[src/rtl/ddr5_bank_cmd_sequencer.sv]
// Closed-page DDR5 command sequencer for a single bank request.
// Issues ACT0/ACT1, RD0/RD1 or WR0/WR1, then PRE, with tRCD, tRAS, tRTP,
// write recovery and tRP spacing measured in controller clock cycles.
// All outputs are registered from the next-state decode.
module ddr5_bank_cmd_sequencer #(
    parameter int unsigned TRCD   = 39,
    parameter int unsigned TRAS   = 76,
    parameter int unsigned TRTP   = 18,
    parameter int unsigned TCWL   = 38,
    parameter int unsigned TBURST = 8,
    parameter int unsigned TWR    = 72,
    parameter int unsigned TRP    = 39,
    parameter int unsigned CNT_W  = 9
) (
    input  logic        clock,
    input  logic        reset_n,
    input  logic        req_valid,
    output logic        req_ready,
    input  logic        req_write,
    input  logic [2:0]  req_bg,
    input  logic [1:0]  req_bank,
    input  logic [15:0] req_row,
    input  logic [9:0]  req_col,
    output logic        cmd_valid,
    output logic [2:0]  cmd,
    output logic [2:0]  cmd_bg,
    output logic [1:0]  cmd_bank,
    output logic [15:0] cmd_addr,
    output logic        req_done,
    output logic        busy
);

    typedef enum logic [3:0] {
        S_IDLE, S_ACT0, S_ACT1, S_WAIT_RCD, S_CAS0, S_CAS1, S_WAIT_PRE, S_PRE, S_WAIT_RP
    } state_t;

    typedef struct packed {
        logic        write;
        logic [2:0]  bg;
        logic [1:0]  bank;
        logic [15:0] row;
        logic [9:0]  col;
    } req_t;

    localparam logic [2:0] C_NOP  = 3'd0;
    localparam logic [2:0] C_ACT0 = 3'd1;
    localparam logic [2:0] C_ACT1 = 3'd2;
    localparam logic [2:0] C_RD0  = 3'd3;
    localparam logic [2:0] C_RD1  = 3'd4;
    localparam logic [2:0] C_WR0  = 3'd5;
    localparam logic [2:0] C_WR1  = 3'd6;
    localparam logic [2:0] C_PRE  = 3'd7;

    // PRE thresholds relative to ACT0, in timer-width arithmetic
    localparam logic [CNT_W-1:0] TRAS_C = CNT_W'(TRAS);
    localparam logic [CNT_W-1:0] RD_SUM = CNT_W'(TRCD) + CNT_W'(TRTP);
    localparam logic [CNT_W-1:0] WR_SUM = CNT_W'(TRCD) + CNT_W'(TCWL) + CNT_W'(TBURST) + CNT_W'(TWR);
    localparam logic [CNT_W-1:0] RD_THR = (TRAS_C > RD_SUM) ? TRAS_C : RD_SUM;
    localparam logic [CNT_W-1:0] WR_THR = (TRAS_C > WR_SUM) ? TRAS_C : WR_SUM;
    localparam logic [CNT_W:0]   TRCD_C = (CNT_W+1)'(TRCD);
    localparam logic [CNT_W:0]   TRP_C  = (CNT_W+1)'(TRP);
    localparam logic [CNT_W-1:0] CNT_MAX = '1;

    state_t           state, nxt;
    req_t             rq, incoming, src;
    logic [CNT_W-1:0] cnt, pre_thr;
    logic [CNT_W:0]   cnt1;
    logic             accept;
    logic [2:0]       n_cmd;
    logic [15:0]      n_addr;

    // req_ready is a register, so acceptance has no path back to it
    assign accept   = req_valid && req_ready;
    assign incoming = '{write: req_write, bg: req_bg, bank: req_bank, row: req_row, col: req_col};
    // value the timer will hold next cycle, one bit wider so compares never wrap
    assign cnt1     = {1'b0, cnt} + (CNT_W+1)'(1);

    // State register
    always_ff @(posedge clock or negedge reset_n) begin
        if (!reset_n) state <= S_IDLE;
        else          state <= nxt;
    end

    // Next-state and next-output decode
    always_comb begin
        nxt    = state;
        src    = accept ? incoming : rq;
        n_cmd  = C_NOP;
        n_addr = '0;
        case (state)
            S_IDLE:                 if (accept) nxt = S_ACT0;
            S_ACT0:                 nxt = S_ACT1;
            S_ACT1, S_WAIT_RCD:     nxt = (cnt1 >= TRCD_C) ? S_CAS0 : S_WAIT_RCD;
            S_CAS0:                 nxt = S_CAS1;
            S_CAS1, S_WAIT_PRE:     nxt = (cnt1 >= {1'b0, pre_thr}) ? S_PRE : S_WAIT_PRE;
            S_PRE, S_WAIT_RP:       nxt = (cnt1 >= TRP_C) ? S_IDLE : S_WAIT_RP;
            default:                nxt = S_IDLE;
        endcase
        case (nxt)
            S_ACT0: begin n_cmd = C_ACT0; n_addr = src.row; end
            S_ACT1: begin n_cmd = C_ACT1; n_addr = src.row; end
            S_CAS0: begin n_cmd = src.write ? C_WR0 : C_RD0; n_addr = {6'b0, src.col}; end
            S_CAS1: begin n_cmd = src.write ? C_WR1 : C_RD1; n_addr = {6'b0, src.col}; end
            S_PRE:  n_cmd = C_PRE;
            default: ;
        endcase
    end

    // Single timer: zero at ACT0 for the bank timings, re-zeroed at PRE for tRP
    always_ff @(posedge clock or negedge reset_n) begin
        if (!reset_n)                         cnt <= '0;
        else if (nxt == S_ACT0 || nxt == S_PRE) cnt <= '0;
        else if (cnt != CNT_MAX)              cnt <= cnt + CNT_W'(1);
    end

    // Capture the request and its PRE threshold on acceptance
    always_ff @(posedge clock or negedge reset_n) begin
        if (!reset_n) begin
            rq      <= '0;
            pre_thr <= '0;
        end else if (accept) begin
            rq      <= incoming;
            pre_thr <= req_write ? WR_THR : RD_THR;
        end
    end

    // Registered command-side outputs
    always_ff @(posedge clock or negedge reset_n) begin
        if (!reset_n) begin
            cmd_valid <= 1'b0;
            cmd       <= C_NOP;
            cmd_addr  <= '0;
            cmd_bg    <= '0;
            cmd_bank  <= '0;
            req_done  <= 1'b0;
            busy      <= 1'b0;
            req_ready <= 1'b0;
        end else begin
            cmd_valid <= (n_cmd != C_NOP);
            cmd       <= n_cmd;
            cmd_addr  <= n_addr;
            if (accept) begin
                cmd_bg   <= req_bg;
                cmd_bank <= req_bank;
            end
            req_done  <= (nxt == S_PRE);
            busy      <= (nxt != S_IDLE);
            req_ready <= (nxt == S_IDLE);
        end
    end

endmodule

[config.mk]
export PLATFORM = sky130hd
export DESIGN_NAME = ddr5_bank_cmd_sequencer
export DESIGN_NICKNAME = d
export VERILOG_FILES = /design/src/rtl/ddr5_bank_cmd_sequencer.sv
export SDC_FILE = /design/constraint.sdc
export NUM_CORES = 1
export LEC_CHECK = 0
export ABC_AREA = 0
export CAP_MARGIN = 0
export CORE_MARGIN = 2
export CORE_UTILIZATION = 52
export DETAILED_ROUTE_END_ITERATION = 8
export GPL_ROUTABILITY_DRIVEN = 1
export PLACE_DENSITY = 0.91
export SKIP_LAST_GASP = 1
export SYNTH_ARGS = -nofsm -noshare
export SYNTH_HDL_FRONTEND = slang
export SYNTH_SLANG_ARGS = --single-unit
[constraint.sdc]
create_clock -name clock -period 3.74 [get_ports clock]
set_clock_uncertainty 0.1 [all_clocks]
set_input_delay 1.122 -clock clock [delete_from_list [all_inputs] [get_ports clock]]
set_output_delay 1.122 -clock clock [all_outputs]
set_load 0.01 [all_outputs]
==> run_results.csv <==
group,metric,value,unit
critical_path,cp-end-kind,"register",
floorplan,die_h,84.6,um
critical_path,worstSetupPathType,"reg2reg",
global_route,use_met2,36.4,%
floorplan,die_width,84.6,um
layout,layout_commonest_cell,"nand2_1",
sta,tightestPinTransition,1.11,ns
logic_synthesis,netlist_area,0.00338,mm2
worst_hold_path,worstHoldEndpoint,"pre_thr[3]$_DFFE_PN0P_",
logic_synthesis,ys_seq_area_share,52.6,%
route,detail-route-antenna-nets,0,
sta,finalSetupViolCount,0,
pwr,leakage,0.00207,uW
clock_tree,cts_made_buffers,9,
logic_synthesis,ys_ff_latch,71,
clock_tree,cts_tree,"yes",
clock_tree,h-tree-depth,3,
floorplan,rows,29,
critical_path,cp_max_fo,10,
layout,area_delta_synth_final,24.4,%
clock_tree,cts.sinks,71,
route,vias_per_cell,5.41,
worst_hold_path,hp-start,"pre_thr[3]$_DFFE_PN0P_",
placement,place_ws,0.578,ns
layout,n_antenna_cell,0,
global_route,antenna_found_initial,0,
logic_synthesis,yosysTopAreaCellShare,52.6,%
sta,hold_slack,0.369,ns
status,status,"complete, no violations",
route,drt-total-wl,7410,um
worst_hold_path,worstHoldPathType,"reg2reg",
floorplan,ios,63,
critical_path,reg2reg_depth,10,
sta,layout_min_cycle_time,3.17,ns
logic_synthesis,yosys-top-cells-area,"dfrtp_1, nand2_1, ha_1, xnor2_1, nor2_1",
clock_tree,cts_resized,0,
route,dr_total_vias,2734,
logic_synthesis,synth.avg_cell_area,9.18,um2
sta,rsz0062_at_grt,"no",
logic_synthesis,async_reset_ff_share,100,%
global_route,grt_pass1_wl,12600,um
layout,drive_gt1_share,8.41,%
pwr,power.density,327,mW/mm2
global_route,busiest_layer,"met2",
critical_path,crit_path_max_incr_delay,0.48,ns
critical_path,critPathMostFrequentCell,"ha_1",
critical_path,worstPathRequired,3.88,ns
layout,nNetsFinal,467,
clock_tree,clk_latency,0.35,ns
critical_path,worst_path_max_delay_cell,"dfrtp_1",
pwr,ir_drop,0.182,mV
critical_path,reg2reg_from,"cnt[0]$_DFFE_PN0P_",
global_route,grt_max_degree,32,
sta,slew_headroom,25.5,%
clock_tree,root_buffer,"clkbuf_8",
critical_path,regToRegSetupSlack,0.57,ns
logic_synthesis,yosysTopAreaCell,"dfrtp_1",
layout,final_cell_mix,"nand2_1, dfrtp_1, clkdlybuf4s50_1, nor2_1, nand3_1",
critical_path,r2r_end,"cmd[0]$_DFF_PN0_",
global_route,use_met3,3.64,%
critical_path,startpoint_type,"register",
clock_tree,cts_setup_buffers,0,
floorplan,core_area,0.00631,mm2
logic_synthesis,synth.distinct_cells,51,
sta,tns,0,ns
global_route,grt_use_total,22.2,%
route,drt_iter0_drc,136,
critical_path,cp_data_arrival_time,3.31,ns
clock_tree,ctsHoldBuffers,0,
route,firstDrtPassIters,4,
sta,drv_slew,0,
logic_synthesis,ys_warn_count,0,
route,drc,0,
critical_path,crit_chain,"ha_1 > nand3_1 > or2_2 > nor2_1 > ha_1 > a211oi_1 > o31ai_1 > o21ai_1 > nand2_1 > a21o_2",
placement,hpwl,5180,um
logic_synthesis,synth_edf_count,0,
layout,stdcell_area,0.00420,mm2
sta,fin_crit_sh,84.8,%
global_route,met1_usage,29.4,%
logic_synthesis,synth_ff_type,"dfrtp_1",
floorplan,dieArea,0.00716,mm2
placement,gp_congestion,0.888,
logic_synthesis,syn_inst,368,
route,routedWlPerCell,14.7,um
floorplan,initial_core_util,53.5,%
sta,setup_slack,0.570,ns
global_route,grt_overflow,0,
sta,hold_violations,0,
run,cap_violations,0,
clock_tree,clkSlewWorstSetupHoldPaths,0.07,ns
placement,io_buffers,62,
clock_tree,cts_max_path_buffers,2,
worst_hold_path,holdPathStages,2,
placement,dpl-instance-area,0.00402,mm2
sta,fmax,0.315,GHz
logic_synthesis,syn-num-nets,412,
global_route,grt_pass1_vias,2701,
report_power, final:
part / leakage [uW] / switching [uW] / internal, uW
Sequential: 0.000947 / 0 / 767
Clock: 0.0000885 / 295 / 261
Combinational: 0.00104 / 20.0 / 31.9
Total: 0.00207 / 315 / 1060
synth_stat cells, types with 3 or more instances:
| master | instances |
|---|---|
| nand2_1 | 117 |
| nor2b_1 | 4 |
| inv_1 | 10 |
| nor2_1 | 25 |
| ha_1 | 9 |
| a21oi_1 | 12 |
| xnor2_1 | 11 |
| clkbuf_1 | 13 |
| nand4_1 | 3 |
| nor3_1 | 6 |
| buf_4 | 5 |
| nand2b_1 | 11 |
| buf_2 | 5 |
| dfrtp_1 | 71 |
| nand3_1 | 15 |
| o21ai_0 | 6 |
final cells by class:
class                      instances  area [um2]
fill                             481        2110
sequential                        71        1780
multi-input combinational        263        1450
timing repair buffer              68         661
clock buffer                      10         138
tap                               77        96.3
clock inverter                     6        46.3
inverter                          10        37.5
through the flow:
step           total power (uW)  utilization, %  instances
4_1_cts                    1390            66.6        505
2_1_floorplan               783               -        368
6_report                   1370            66.6        505
5_1_grt                    1430            66.6        505
3_5_place_dp                835            63.7        489
3_3_place_gp                834            63.7        489
metal layers:
| layer | part of all wire (%) | wire length (um) |
|---|---|---|
| met1 | 43 | 3160 |
| met2 | 50 | 3670 |
| met3 | 5.9 | 436 |
| met4 | 1.9 | 138 |
| met5 | 0 | 0 |
logic make-up after synthesis:
family                   Yosys count  share of synthesized area (%)
AO/OA/AOI/OAI                     44                           9.85
XOR/XNOR                          13                           3.37
adder cells (fa/ha/maj)            9                           3.33
buffers and inverters             34                           4.52
flip-flops                        71                           52.6
multiplexers                       2                          0.593
AND/OR/NAND/NOR                  195                           25.7
worst max-delay path by stage:
stage / from / end / cells past startpoint
4_1_cts: cnt[0]$_DFFE_PN0P_ / cmd[0]$_DFF_PN0_ / 10
3_3_place_gp: cnt[0]$_DFFE_PN0P_ / cmd[0]$_DFF_PN0_ / 10
2_1_floorplan: cnt[0]$_DFFE_PN0P_ / cmd[0]$_DFF_PN0_ / 10
6_report: cnt[0]$_DFFE_PN0P_ / cmd[0]$_DFF_PN0_ / 10
5_1_grt: cnt[0]$_DFFE_PN0P_ / cmd[0]$_DFF_PN0_ / 10
3_5_place_dp: cnt[0]$_DFFE_PN0P_ / cmd[0]$_DFF_PN0_ / 10
critical path, delay by kind of cell, from the launching register on:
family / cells / cell delay, ns
simple gates: 4 / 0.97
flops: 1 / 0.48
compound gates: 4 / 0.89
fa+ha+maj: 2 / 0.62
state kept, by name (all words and copies together), names as in the netlist, 2 cells and up:
signal    count
cmd           3
cmd_addr     16
cmd_bank      2
cmd_bg        3
cnt           9
pre_thr       3
rq           27
state         4
(Power assumes the default switching activity.)
